`src/rtl/hazard_scoreboard.sv`:
```
// ---------------------------------------------------------------------------
// hazard_scoreboard
//
// Hazard unit for the 5-stage pipeline with variable-latency producers.
// A per-register countdown holds the number of cycles until each pending
// result becomes forwardable. A Decode consumer stalls while its source still
// needs two or more cycles. A 3-deep pipe of in-flight PC writes produces
// fetch stall and flush. Saturating counters record stall and flush cycles.
//
// Ports:
//   clk, reset              clock, synchronous active-high reset
//   ValidD                  Decode holds a real instruction
//   RA1D/RA2D, Use1D/Use2D  Decode source registers and their read enables
//   WA3D, RegWriteD, LatD   Decode destination, write enable, producer latency
//   PCSrcD                  Decode instruction writes the PC
//   BranchTakenE            branch in Execute resolved taken
//   Match_*E_*, RegWrite*   Execute-source matches for forwarding
//   ForwardAE/ForwardBE     operand selects: 10 Memory, 01 Writeback, 00 RF
//   StallF/StallD           hold PC / hold the Fetch/Decode register
//   FlushD/FlushE           clear Fetch/Decode / Decode/Execute registers
//   Busy                    per-register pending-write flags
//   StallCount/FlushCount   saturating event counters
// ---------------------------------------------------------------------------
module hazard_scoreboard #(
    parameter int NREGS   = 16,
    parameter int ADDR_W  = 4,
    parameter int MAX_LAT = 4,
    parameter int PC_REG  = 15,
    parameter int CNT_W   = 32,
    localparam int LAT_W  = $clog2(MAX_LAT + 1)
) (
    input  logic              clk,
    input  logic              reset,
    input  logic              ValidD,
    input  logic [ADDR_W-1:0] RA1D,
    input  logic [ADDR_W-1:0] RA2D,
    input  logic              Use1D,
    input  logic              Use2D,
    input  logic [ADDR_W-1:0] WA3D,
    input  logic              RegWriteD,
    input  logic [LAT_W-1:0]  LatD,
    input  logic              PCSrcD,
    input  logic              BranchTakenE,
    input  logic              Match_1E_M,
    input  logic              Match_1E_W,
    input  logic              Match_2E_M,
    input  logic              Match_2E_W,
    input  logic              RegWriteM,
    input  logic              RegWriteW,
    output logic [1:0]        ForwardAE,
    output logic [1:0]        ForwardBE,
    output logic              StallF,
    output logic              StallD,
    output logic              FlushD,
    output logic              FlushE,
    output logic [NREGS-1:0]  Busy,
    output logic [CNT_W-1:0]  StallCount,
    output logic [CNT_W-1:0]  FlushCount
);

    localparam int ASPACE = 2 ** ADDR_W;

    logic [LAT_W-1:0]  r_cnt [NREGS];
    logic [2:0]        r_pcw;
    logic [CNT_W-1:0]  r_stall_count;
    logic [CNT_W-1:0]  r_flush_count;

    // Per-address "needs >= 2 more cycles" flags, padded to the full address
    // space so any source address can index it; unused addresses read as 0.
    logic [ASPACE-1:0] w_late;
    logic              w_haz1;
    logic              w_haz2;
    logic              w_ldstall;
    logic              w_issue;
    logic              w_pcpend;
    logic [LAT_W-1:0]  w_lat;

    genvar gi;
    generate
        for (gi = 0; gi < ASPACE; gi++) begin : g_late
            if (gi < NREGS) begin : g_real
                assign w_late[gi] = (r_cnt[gi] > LAT_W'(1));
            end else begin : g_pad
                assign w_late[gi] = 1'b0;
            end
        end
    endgenerate

    assign w_haz1    = Use1D & ValidD & (RA1D != ADDR_W'(PC_REG)) & w_late[RA1D];
    assign w_haz2    = Use2D & ValidD & (RA2D != ADDR_W'(PC_REG)) & w_late[RA2D];
    assign w_ldstall = w_haz1 | w_haz2;
    assign w_issue   = ValidD & ~w_ldstall & ~BranchTakenE;

    // Latency 0 behaves as a single-cycle producer; oversized values clamp.
    always_comb begin
        w_lat = LatD;
        if (LatD == '0) begin
            w_lat = LAT_W'(1);
        end else if (LatD > LAT_W'(MAX_LAT)) begin
            w_lat = LAT_W'(MAX_LAT);
        end
    end

    // Scoreboard: a fresh issue overrides the decrement of the same entry.
    generate
        for (gi = 0; gi < NREGS; gi++) begin : g_cnt
            always_ff @(posedge clk) begin
                if (reset) begin
                    r_cnt[gi] <= '0;
                end else if (w_issue & RegWriteD & (WA3D == ADDR_W'(gi))) begin
                    r_cnt[gi] <= w_lat;
                end else if (r_cnt[gi] != '0) begin
                    r_cnt[gi] <= r_cnt[gi] - LAT_W'(1);
                end
            end
            assign Busy[gi] = (r_cnt[gi] != '0);
        end
    endgenerate

    // PC-write pipe; a branch kill is already folded into w_issue.
    always_ff @(posedge clk) begin
        if (reset) begin
            r_pcw <= '0;
        end else begin
            r_pcw <= {r_pcw[1:0], w_issue & PCSrcD};
        end
    end

    assign w_pcpend = (ValidD & PCSrcD) | r_pcw[0] | r_pcw[1];
    assign StallF   = w_ldstall | w_pcpend;
    assign StallD   = w_ldstall;
    assign FlushD   = w_pcpend | r_pcw[2] | BranchTakenE;
    assign FlushE   = w_ldstall | BranchTakenE;

    // Forwarding: Memory stage has priority over Writeback.
    always_comb begin
        ForwardAE = 2'b00;
        if (Match_1E_M & RegWriteM) begin
            ForwardAE = 2'b10;
        end else if (Match_1E_W & RegWriteW) begin
            ForwardAE = 2'b01;
        end
        ForwardBE = 2'b00;
        if (Match_2E_M & RegWriteM) begin
            ForwardBE = 2'b10;
        end else if (Match_2E_W & RegWriteW) begin
            ForwardBE = 2'b01;
        end
    end

    // Saturating performance counters.
    always_ff @(posedge clk) begin
        if (reset) begin
            r_stall_count <= '0;
            r_flush_count <= '0;
        end else begin
            if (StallD && (r_stall_count != {CNT_W{1'b1}})) begin
                r_stall_count <= r_stall_count + CNT_W'(1);
            end
            if (FlushE && (r_flush_count != {CNT_W{1'b1}})) begin
                r_flush_count <= r_flush_count + CNT_W'(1);
            end
        end
    end

    assign StallCount = r_stall_count;
    assign FlushCount = r_flush_count;

endmodule

```
`config.mk`:
```
export PLATFORM = sky130hd
export DESIGN_NAME = hazard_scoreboard
export DESIGN_NICKNAME = d
export VERILOG_FILES = /design/src/rtl/hazard_scoreboard.sv
export SDC_FILE = /design/constraint.sdc
export NUM_CORES = 1
export LEC_CHECK = 0
export ABC_AREA = 1
export CAP_MARGIN = 0
export CORE_ASPECT_RATIO = 1.5
export CORE_MARGIN = 3
export CORE_UTILIZATION = 50
export DETAILED_ROUTE_END_ITERATION = 8
export PLACE_DENSITY = 0.74
export RECOVER_POWER = 100
export SLEW_MARGIN = 20
export SYNTH_ARGS = -nofsm -noshare
export SYNTH_HDL_FRONTEND = slang
export SYNTH_SLANG_ARGS = --single-unit
```
`constraint.sdc`:
```
create_clock -name clk -period 4.6 [get_ports clk]
set_input_delay 0.46 -clock clk [delete_from_list [all_inputs] [get_ports clk]]
set_output_delay 0.46 -clock clk [all_outputs]
set_load 0.02 [all_outputs]
```
==> qor.yml <==
run_status:
  status: "finished, violations left"
  violations: "max-capacitance violations, max-slew violations"
setup_path:
  cp-endpoint: "FlushE"
  crit_path_start_kind: "register"
  rr_worst_depth: 12
  required_ps: 4140
  worstSetupPathType: "reg -> out"
  ff2ff_setup_slack_ps: 1170
  regToRegStartpoint: "r_cnt[1][15]$_DFFE_PP_"
  rr_endpoint: "FlushCount[21]$_SDFFE_PP0P_"
  path_max_fanout: 30
  worstSetupStartpoint: "r_cnt[1][15]$_DFFE_PP_"
  arrival_ps: 3140
  critPathCaptureType: "primary output"
synthesis:
  ys_async_sr_fraction_pct: 0
  synth-seq-cells: 115
  syn_area_per_cell_sq_um: 7.21
  ys_warn_count: 0
  synth_common_cells: "319 x nand2_1, 130 x inv_1, 100 x nor2_1"
  synth_ff_type: "dfxtp_1"
  netlist_area_sq_um: 8200
  yosys-top-cells-area: "edfxtp_1 18%, dfxtp_1 16%, nand2_1 15%"
  yosysMostFrequentCell: "nand2_1"
  synth_top_cell_by_area: "edfxtp_1"
  ys_seq_area_share_pct: 33.9
  synth_edf_count: 48
  synth_top_area_share_pct: 17.6
  ys_types: 37
  synthCells: 1137
  synth_fp_nets: 1216
floorplan:
  chipHeight_microns: 163
  io_pins: 117
  core_sq_um: 15800
  fp.dieW_microns: 111
  start_util_pct: 51.8
  die_area_sq_um: 18000
  fp-row-count: 56
placed_design:
  dp_hpwl_mm: 16.4
  place_congestion: 0.992
  io_buffers: 116
  post-place-ws_ps: 1220
routing:
  wire_per_inst_microns: 15.4
  dr_total_vias: 7848
  postRouteWirelength_mm: 22.4
  via_per_inst: 5.39
  drc_errors: 0
  dr.pass1.iters: 5
  drt_iter0_markers: 510
  ant_nets: 0
clocking:
  root_buffer: "clkbuf_16"
  cts_max_level: 4
  ctsResizeCount: 0
  cts_buffers: 17
  clock_sinks: 115
  post_cts_buffers: 0
  cts_tree: "built"
  clk_latency_ps: 420
  hold_buffers: 0
  clkSlewWorstSetupHoldPaths_ps: 60
  clockBufferDepth: 2
finish:
  layout.nets: 1321
  layout-drive-gt1-share_pct: 3.75
  regArea_sq_um: 2780
  multi_input_area_sq_um: 4580
  syn2layout_area_growth_pct: 20.6
  n_antenna_cell: 0
  fillers: 1482
timing:
  min_period_ps: 3600
  period_share_pct: 78.4
  skew_ps: 15.7
  hold_viol_final: 0
  setup_viol: 0
  drv_slew: 68
  slew_headroom_pct: -128
  max_freq_mhz: 277
  rsz0062_at_grt: "false"
  tns_ps: 0
  fin_ws_ps: 996
  worst_pin_slew_ps: 3420
power_and_ir_drop:
  power_leakage_nw: 4.29
  vdd_drop_max_uv: 245
  power_density_nw_per_um2: 449
global_route:
  grt_overflow: 0
  antenna_found_initial: 0
  grt_pass1_vias: 7709
  grt_start_max_net_pins: 68
  grtUsageTotal_pct: 25.0
  grt_pass1_wl_mm: 36.8
job:
  max-cap-violations: 1
hold_path:
  hold_class: "reg -> reg"
  hold_path_depth: 2
report_power, final:
group / switching [mW] / internal (mW)
sequential: 0.126 / 1.34
clock: 0.480 / 0.837
combinational: 1.07 / 0.581
worst min-delay path by stage:
stage	from	end	slack [ps]
2_1_floorplan	r_pcw[1]$_SDFF_PP0_	r_pcw[2]$_SDFF_PP0_	410
6_report	r_pcw[1]$_SDFF_PP0_	r_pcw[2]$_SDFF_PP0_	430
4_1_cts	r_pcw[1]$_SDFF_PP0_	r_pcw[2]$_SDFF_PP0_	430
5_1_grt	r_pcw[1]$_SDFF_PP0_	r_pcw[2]$_SDFF_PP0_	450
3_3_place_gp	r_pcw[1]$_SDFF_PP0_	r_pcw[2]$_SDFF_PP0_	420
3_5_place_dp	r_pcw[1]$_SDFF_PP0_	r_pcw[2]$_SDFF_PP0_	430
logic make-up (layout without fill, tap and decap cells):
kind of cell | Yosys count | after routing | share of synthesized area, %
and+or+nand+nor | 652 | 652 | 37.8
buffers and inverters | 170 | 287 | 8.41
DFF | 115 | 115 | 33.9
AOI/OAI and AO/OA | 89 | 89 | 5.74
xor gates and xnor gates | 61 | 61 | 6.52
adders and majority gates | 50 | 50 | 7.63
cell usage in the layout (no fill, tap or decap), types with 3 or more instances in the layout:
cell type,count
clkinvlp_4,3
ha_1,50
clkdlybuf4s50_1,27
nand3b_1,4
clkbuf_1,7
clkinv_2,3
o21bai_1,9
nand3_1,79
a21oi_1,54
dfxtp_1,67
nand4_1,74
o21ai_0,24
edfxtp_1,48
xor2_1,52
dlygate4sd3_1,88
and3_1,3
nand2_1,320
nor2_4,4
nor2_1,105
nor4_1,13
inv_2,4
inv_1,131
nor3_1,35
clkbuf_16,18
nor3b_1,5
xnor2_1,9
cell type report:
class                   count  area share (%)
clock inverters             9            1.05
inverters                 135            5.13
well taps                 203            2.57
repair buffers            121            11.9
multi-input cells         852            46.4
flip-flops and latches    115            28.1
clock buffers              22            4.81
sequential cells by signal (all words and copies together) (netlist names):
register / count
r_cnt: 48
r_pcw: 3
StallCount: 32
FlushCount: 32
routing by layer:
layer	GRT usage (%)	vias to the layer above	wire length, microns
met1	28.5	3608	9140
met5	0	-	0
met4	9.47	0	537
li1	-	3966	-
met2	46.2	226	11600
met3	4.54	48	1150
through the flow:
step	hold WS, ps	power, mW	cells	instance area, sq um	utilization (%)
final	432	4.43	1457	9890	62.4
after global routing	450	4.72	1457	9890	62.4
after CTS	432	4.50	1457	10000	63.4
after detailed placement	426	3.18	1426	9470	59.8
after global placement	419	3.14	1426	9470	59.8
after floorplan	410	2.60	1137	8200	-
worst max-delay path: stages (launching register included):
cell,delay (ps)
edfxtp_1,420
ha_1,210
o21ai_0,490
nand2_1,100
nand3_1,110
nand2_1,50
nand3_1,60
nand3_1,160
nand3_4,360
dlygate4sd3_1,740
(Power assumes the default switching activity.)
